File: config.mk
export PLATFORM = sky130hd
export DESIGN_NAME = ir_fetch_unit
export DESIGN_NICKNAME = d
export VERILOG_FILES = /design/src/rtl/ir_fetch_unit.sv
export SDC_FILE = /design/constraint.sdc
export NUM_CORES = 1
export LEC_CHECK = 0
export CAP_MARGIN = 10
export CELL_PAD_IN_SITES_DETAIL_PLACEMENT = 0
export CELL_PAD_IN_SITES_GLOBAL_PLACEMENT = 1
export CORE_UTILIZATION = 25
export DETAILED_ROUTE_END_ITERATION = 12
export HOLD_SLACK_MARGIN = 0.02
export PLACE_DENSITY_LB_ADDON = 0.1
export SETUP_SLACK_MARGIN = 0.5
export SLEW_MARGIN = 25
export SYNTH_ARGS = -nofsm -noshare
export SYNTH_HDL_FRONTEND = slang
export SYNTH_SLANG_ARGS = --single-unit
File: constraint.sdc
create_clock -name clk -period 2.6 [get_ports clk]
set_input_delay 0.52 -clock clk [delete_from_list [all_inputs] [get_ports clk]]
set_output_delay 0.52 -clock clk [all_outputs]
set_load 0.1 [all_outputs]
File: src/rtl/ir_fetch_unit.sv
// rtl/ir_fetch_unit.sv - instruction fetch front end with prefetch buffer and redirect handling
module ir_fetch_unit #(
  parameter int                ADDR_W   = 8,
  parameter logic [ADDR_W-1:0] RESET_PC = '0,
  parameter int                DEPTH    = 2
) (
  input  logic              clk,
  input  logic              reset,
  output logic              mem_rd,
  output logic [ADDR_W-1:0] mem_addr,
  input  logic              mem_ack,
  input  logic [7:0]        mem_data,
  input  logic              ir_ready,
  output logic              load_ir,
  output logic [7:0]        data_on_ir,
  input  logic              pc_load,
  input  logic [ADDR_W-1:0] pc_new,
  output logic              buf_empty
);

  localparam int PTR_W = $clog2(DEPTH);
  localparam int CNT_W = PTR_W + 1;
  localparam logic [CNT_W-1:0] DEPTH_C = CNT_W'(DEPTH);

  // FETCH is normal operation; DISCARD swallows the ack of a request abandoned by a redirect
  typedef enum logic {
    FETCH   = 1'b0,
    DISCARD = 1'b1
  } state_t;

  state_t           state;
  logic [7:0]       buf_mem [DEPTH];
  logic [PTR_W-1:0] head;
  logic [PTR_W-1:0] tail;
  logic [CNT_W-1:0] count;

  logic             push;
  logic             pop;
  logic [CNT_W-1:0] count_next;

  // Buffer traffic this cycle; a redirect suppresses both, since the buffer is being flushed
  always_comb begin
    push       = 1'b0;
    pop        = 1'b0;
    count_next = count;
    push       = (state == FETCH) && mem_rd && mem_ack && !pc_load;
    pop        = ir_ready && (count != '0) && !pc_load;
    count_next = count + CNT_W'(push) - CNT_W'(pop);
  end

  // Prefetch storage; contents need no reset because count gates every read
  always_ff @(posedge clk) begin
    if (!reset && push) begin
      buf_mem[tail] <= mem_data;
    end
  end

  // Request FSM, buffer pointers and registered IR delivery
  always_ff @(posedge clk) begin
    if (reset) begin
      state      <= FETCH;
      mem_rd     <= 1'b0;
      mem_addr   <= RESET_PC;
      load_ir    <= 1'b0;
      data_on_ir <= 8'h00;
      buf_empty  <= 1'b1;
      count      <= '0;
      head       <= '0;
      tail       <= '0;
    end else begin
      load_ir <= 1'b0;
      if (pop) begin
        load_ir    <= 1'b1;
        data_on_ir <= buf_mem[head];
        head       <= head + 1'b1;
      end
      if (push) begin
        tail <= tail + 1'b1;
      end

      if (pc_load) begin
        // Redirect: flush buffer, retarget, and track any request still in flight
        mem_addr  <= pc_new;
        mem_rd    <= 1'b0;
        count     <= '0;
        head      <= '0;
        tail      <= '0;
        buf_empty <= 1'b1;
        if (state == FETCH && mem_rd && !mem_ack) begin
          state <= DISCARD;
        end else if (state == DISCARD && mem_ack) begin
          state <= FETCH;
        end
      end else begin
        count     <= count_next;
        buf_empty <= (count_next == '0);
        case (state)
          FETCH: begin
            if (mem_rd) begin
              // Hold the request until acked, then idle one cycle before the next
              if (mem_ack) begin
                mem_rd   <= 1'b0;
                mem_addr <= mem_addr + 1'b1;
              end
            end else begin
              mem_rd <= (count_next < DEPTH_C);
            end
          end
          DISCARD: begin
            mem_rd <= 1'b0;
            if (mem_ack) begin
              state <= FETCH;
            end
          end
          default: state <= FETCH;
        endcase
      end
    end
  end

endmodule

## Yosys cells after proc, flatten, opt, wreduce, memory -nomap -nowiden

Memories as Yosys holds them, arrays and structs flattened. A register that Yosys moved wholly into a read port is not among the register bits.
Index checks and enable logic that the tools add are counted.

| storage, ports and cells | value |
|---|---|
| bits in registers | 16 |
| bits in writable memories | 16 |
| output and inout bits | 19 |
| memories | 1 |

| operators by class | value |
|---|---|
| add/sub/neg operators | 5 |
| magnitude comparators | 1 |
| equality and inequality tests | 2 |
| muxes and demuxes | 14 |
| bitwise gates (word level) | 1 |
| reduce and logical (&&, ||, !) cells | 17 |

Memories:

| memory | depth | bits a word | rd ports | clocked after Yosys merged registers in | wr ports | line | RTL |
|---|---|---|---|---|---|---|---|
| buf_mem | 2 | 8 | 1 | 1 | 1 | 32 | `logic [7:0] buf_mem [DEPTH];` |

Operator list:

| operator | count |
|---|---|
| 8-bit two-way mux | 4 |
| 1-bit two-way mux | 9 |
| 8-bit by 1-bit adder with 8-bit output (second input constant) | 1 |
| 1-bit logical AND | 8 |
| 2-bit nonzero test | 3 |
| 1-bit logical NOT | 3 |
| 3-bit by 1-bit inequality test with 1-bit output (second input constant) | 1 |
| 3-bit AND reduction | 1 |
| 1-bit adder (second input constant) | 2 |
| 2-bit by 1-bit adder with 2-bit output | 1 |
| 2-bit logical NOT | 1 |
| 2-bit < comparator (second input constant) | 1 |
| 2-bit inequality test (second input constant) | 1 |
| 1-bit one-hot mux with 2 select lines | 1 |
| 2-bit OR reduction | 1 |
| 2-bit by 1-bit subtractor with 2-bit output | 1 |
| 1-bit NOT | 1 |

## Depth between registers and ports, before layout

| logic depth | value |
|---|---|
| depth in word-level cells | 9 |
| gate-level depth with buffers | 10 |
| gate-level depth less buffers | 9 |

## Least setup slack after synthesis

Ideal clock, no wire load.

| path | value |
|---|---|
| kind | reg2reg |
| start | register mem_rd |
| end | register mem_rd |
| arrival | 2.868 ns |
| data required time | 2.495 ns |
| slack | -0.373 ns |
| stages on the path, launching flop included | 11 |
| path buffers | 1 |
| period minus slack after synthesis | 2.973 ns |
| path through | dfxtp_1 and3b_2 buf_6 or2b_1 ha_1 inv_1 ha_1 xor2_1 xnor2_1 nor2_1 a2111oi_2 |

| on the way | value |
|---|---|
| longest elaborated chain between the ends | 8 |

RTL lines:

| element | line | RTL |
|---|---|---|
| start, declared | 9 | `output logic mem_rd,` |
| start signal, assigned | 106 | `mem_rd <= (count_next < DEPTH_C);` |
| 1-bit logical AND (3 in series) | 46 | `push = (state == FETCH) && mem_rd && mem_ack && !pc_load;` |
| 2-bit by 1-bit adder with 2-bit output | 48 | `count_next = count + CNT_W'(push) - CNT_W'(pop);` |
| 2-bit by 1-bit subtractor with 2-bit output | 48 |  |
| 2-bit < comparator | 106 |  |
| 1-bit two-way mux * | 99 | `if (mem_rd) begin` |
| 1-bit one-hot mux with 2 select lines * | 97 | `case (state)` |

Mark *: on every way between the ends. The rest lies on a longest branch, timed or not.
A chain may end at the register's enable or synchronous reset.

## Final worst setup path

| path | value |
|---|---|
| start | register state |
| end | register buf_empty |

| on the way | value |
|---|---|
| longest elaborated chain between the ends | 7 |

RTL lines:

| element | line | RTL |
|---|---|---|
| start, declared | 31 | `state_t state;` |
| start signal, assigned | 61 | `state <= FETCH;` |
| start signal, assigned | 90 | `state <= DISCARD;` |
| start signal, assigned | 92 | `state <= FETCH;` |
| 1-bit NOT | -- |  |
| 1-bit logical AND (3 in series) | 46 |  |
| 2-bit by 1-bit adder with 2-bit output | 48 |  |
| 2-bit by 1-bit subtractor with 2-bit output | 48 |  |
| 2-bit logical NOT | 96 | `buf_empty <= (count_next == '0);` |
| end signal, assigned | 96 |  |
| end, declared | 18 | `output logic buf_empty` |

No other way between the ends.

==> results.sh <==
export IMPL_drv_cap=0
export IMPL_power_density_nw_per_um2=575
export IMPL_finalWirelength_mm=3.44
export IMPL_multiInputGateArea_um2=602
export IMPL_overflow=0
export IMPL_synth_seq_cells=40
export IMPL_holdPathStages=1
export IMPL_worstRegToRegCells=11
export IMPL_status="finished clean"
export IMPL_fillers=655
export IMPL_final_area_um2=2190
export IMPL_fmax_mhz=487
export IMPL_wl_per_cell_um=13.1
export IMPL_slew_headroom_pct=63.0
export IMPL_grt_pass1_vias=1080
export IMPL_io_buffer_count=39
export IMPL_syn_to_final_growth_pct=34.1
export IMPL_cts_hold_buffers_added=0
export IMPL_synth_distinct_cells=34
export IMPL_drc=0
export IMPL_final_cell_mix="buf_4 (29), dfxtp_1 (22), nor2_1 (17), clkdlybuf4s50_1 (17), edfxtp_1 (16)"
export IMPL_period_minus_slack_ns=2.05
export IMPL_hp_start="mem_rd"
export IMPL_drtIter0Drc=36
export IMPL_vias=1147
export IMPL_cp_max_fo=3
export IMPL_die_w_um=82.8
export IMPL_synth_area_um2=1630
export IMPL_final_common_cell="buf_4"
export IMPL_htreeDepth=2
export IMPL_numCtsBuffers=5
export IMPL_setup_tns_ns=0
export IMPL_synth_avg_cell_area_um2=12.0
export IMPL_synth_edf_count=16
export IMPL_power_leakage_nw=0.844
export IMPL_async_flop_share_pct=0
export IMPL_end_kind="flip-flop"
export IMPL_die_area_um2=6850
export IMPL_gp_congestion=0.745
export IMPL_hp_class="reg2reg"
export IMPL_clockBufferDepth=2
export IMPL_grt_start_max_net_pins=19
export IMPL_worst_pin_slew_ns=0.554
export IMPL_rrSetupSlack_ns=0.55
export IMPL_hold_viol=0
export IMPL_antenna_found_initial=0
export IMPL_setup_violations=0
export IMPL_cts_num_sinks=40
export IMPL_yosys_warnings=0
export IMPL_first_pass_iters=2
export IMPL_ios=40
export IMPL_dpl_cell_area_um2=2080
export IMPL_min_to="mem_rd"
export IMPL_r2r_start="state"
export IMPL_viasPerCell=4.38
export IMPL_drive_gt1_share_pct=25.9
export IMPL_ir_drop_mv=0.231
export IMPL_worstReg2RegEnd="buf_empty"
export IMPL_ys_flop_type="dfxtp_1"
export IMPL_cts_tree="done"
export IMPL_n_antenna_cell=0
export IMPL_final_antenna_net_count=0
export IMPL_fp_dieH_um=82.8
export IMPL_syn_nets=160
export IMPL_core_area_um2=6310
export IMPL_rsz0062_at_grt="yes"
export IMPL_num_rows=29
export IMPL_clk_pin_slew_ns=0.08
export IMPL_layout_worst_path_cycle_share_pct=78.9
export IMPL_seqCellArea_um2=966
export IMPL_cts_root_buf="clkbuf_8"
export IMPL_worstPathRequired_ns=2.83
export IMPL_clk_latency_ns=0.29
export IMPL_worstPathArrival_ns=2.28
export IMPL_fin_nets=208
export IMPL_finalMaxSlewViolations=0
export IMPL_syn_inst=136
export IMPL_startpoint_type="flip-flop"
export IMPL_yosysSeqAreaShare_pct=58.9
export IMPL_start_util_pct=25.8
export IMPL_dp_hpwl_mm=2.35
export IMPL_worstSetupPathType="reg2reg"
export IMPL_skew_ns=0.00546
export IMPL_grt_pass1_wl_mm=5.35
export IMPL_grt_usage_pct=11.0
==> critical path: stages, from the launching register on <==
cell	delay, ns
dfxtp_2	0.33
and3b_2	0.24
or2b_1	0.23
ha_1	0.27
inv_1	0.04
ha_2	0.16
xor2_1	0.16
xnor2_1	0.21
buf_4	0.14
buf_4	0.10
inv_1	0.04
o21ai_1	0.09
==> sequential cells by signal, summed over array words and instances, names as in the netlist <==
signal	flops
data_on_ir	8
tail	1
state	1
load_ir	1
buf_mem	16
head	1
mem_addr	8
buf_empty	1
count	2
mem_rd	1
==> cells by family after synthesis <==
family / count (synthesis) / share of synthesized area (%)
fa+ha+maj: 3 / 2.30
simple gates: 34 / 11.3
mux: 11 / 6.83
compound gates: 23 / 10.5
buf+inv: 15 / 4.83
flops: 40 / 58.9
xor+xnor: 10 / 5.37
==> power by group <==
group	total (W)	internal [W]	switching (W)	leakage [nW]
logic	0.000180	0.0000635	0.000117	0.455
clock network	0.000401	0.000187	0.000214	0.0479
registers	0.000678	0.000664	0.0000140	0.341
total	0.00126	0.000914	0.000345	0.844
==> area by class of cell <==
type                       count  area share [%]
multi-input combinational     81            27.5
timing repair buffer          49            18.8
clock buffer                   5            3.14
sequential                    40            44.1
clock inverter                 3           0.858
inverter                       7            1.20
tap                           77            4.40
==> what timing repair did <==
| item | in CTS | in global routing |
|---|---|---|
| buffers inserted | 0 | 2 |
| pin swaps | 6 | 4 |
| resized for setup | 5 | 2 |
| gates cloned | 0 | 0 |
| setup endpoints to repair | 3 | 1 |
==> Yosys cell counts, types with 2 or more instances <==
cell type  number  share of area, %
nand4_1         4               1.5
edfxtp_1       16                29
buf_2           3              0.92
a211oi_1        9               4.1
inv_1           7               1.6
o21ai_0         2              0.61
nor2_1         17               3.9
xor2_1          4               2.1
o21a_1          4               1.8
buf_6           2               1.4
xnor2_1         6               3.2
a2111oi_2       2               1.8
a21oi_1         5               1.5
mux2i_1        10               6.1
ha_1            3               2.3
dfxtp_1        24                29
==> layer usage <==
metal	track usage, %	routed length (um)	vias to the layer above
li1	-	-	580
met1	12.6	1510	536
met2	19.0	1710	27
met3	3.28	175	4
met4	4.66	42	0
met5	0	0	-
==> worst max path at each step <==
stage,startpoint,to,slack [ns],cells past startpoint
after floorplan,mem_rd,mem_rd,0.25,10
after global placement,mem_ack,mem_rd,-0.009,10
after detailed placement,mem_ack,mem_rd,-0.04,10
after CTS,state,mem_rd,0.52,9
after global routing,state,buf_empty,0.46,11
final,state,buf_empty,0.55,11
==> per-stage QoR <==
| step | worst slack [ns] | power, W | utilization, % | hold slack, ns | cells |
|---|---|---|---|---|---|
| finish | 0.548 | 0.00126 | 34.7 | 0.463 | 262 |
| global placement | -0.00940 | 0.000872 | 33.0 | 0.454 | 252 |
| global route | 0.461 | 0.00132 | 34.7 | 0.477 | 262 |
| floorplan | 0.247 | 0.000811 | - | 0.426 | 136 |
| detailed placement | -0.0395 | 0.000875 | 33.0 | 0.453 | 252 |
| CTS | 0.524 | 0.00129 | 34.5 | 0.458 | 260 |
Note: power is estimated with default switching activity, not from simulation.
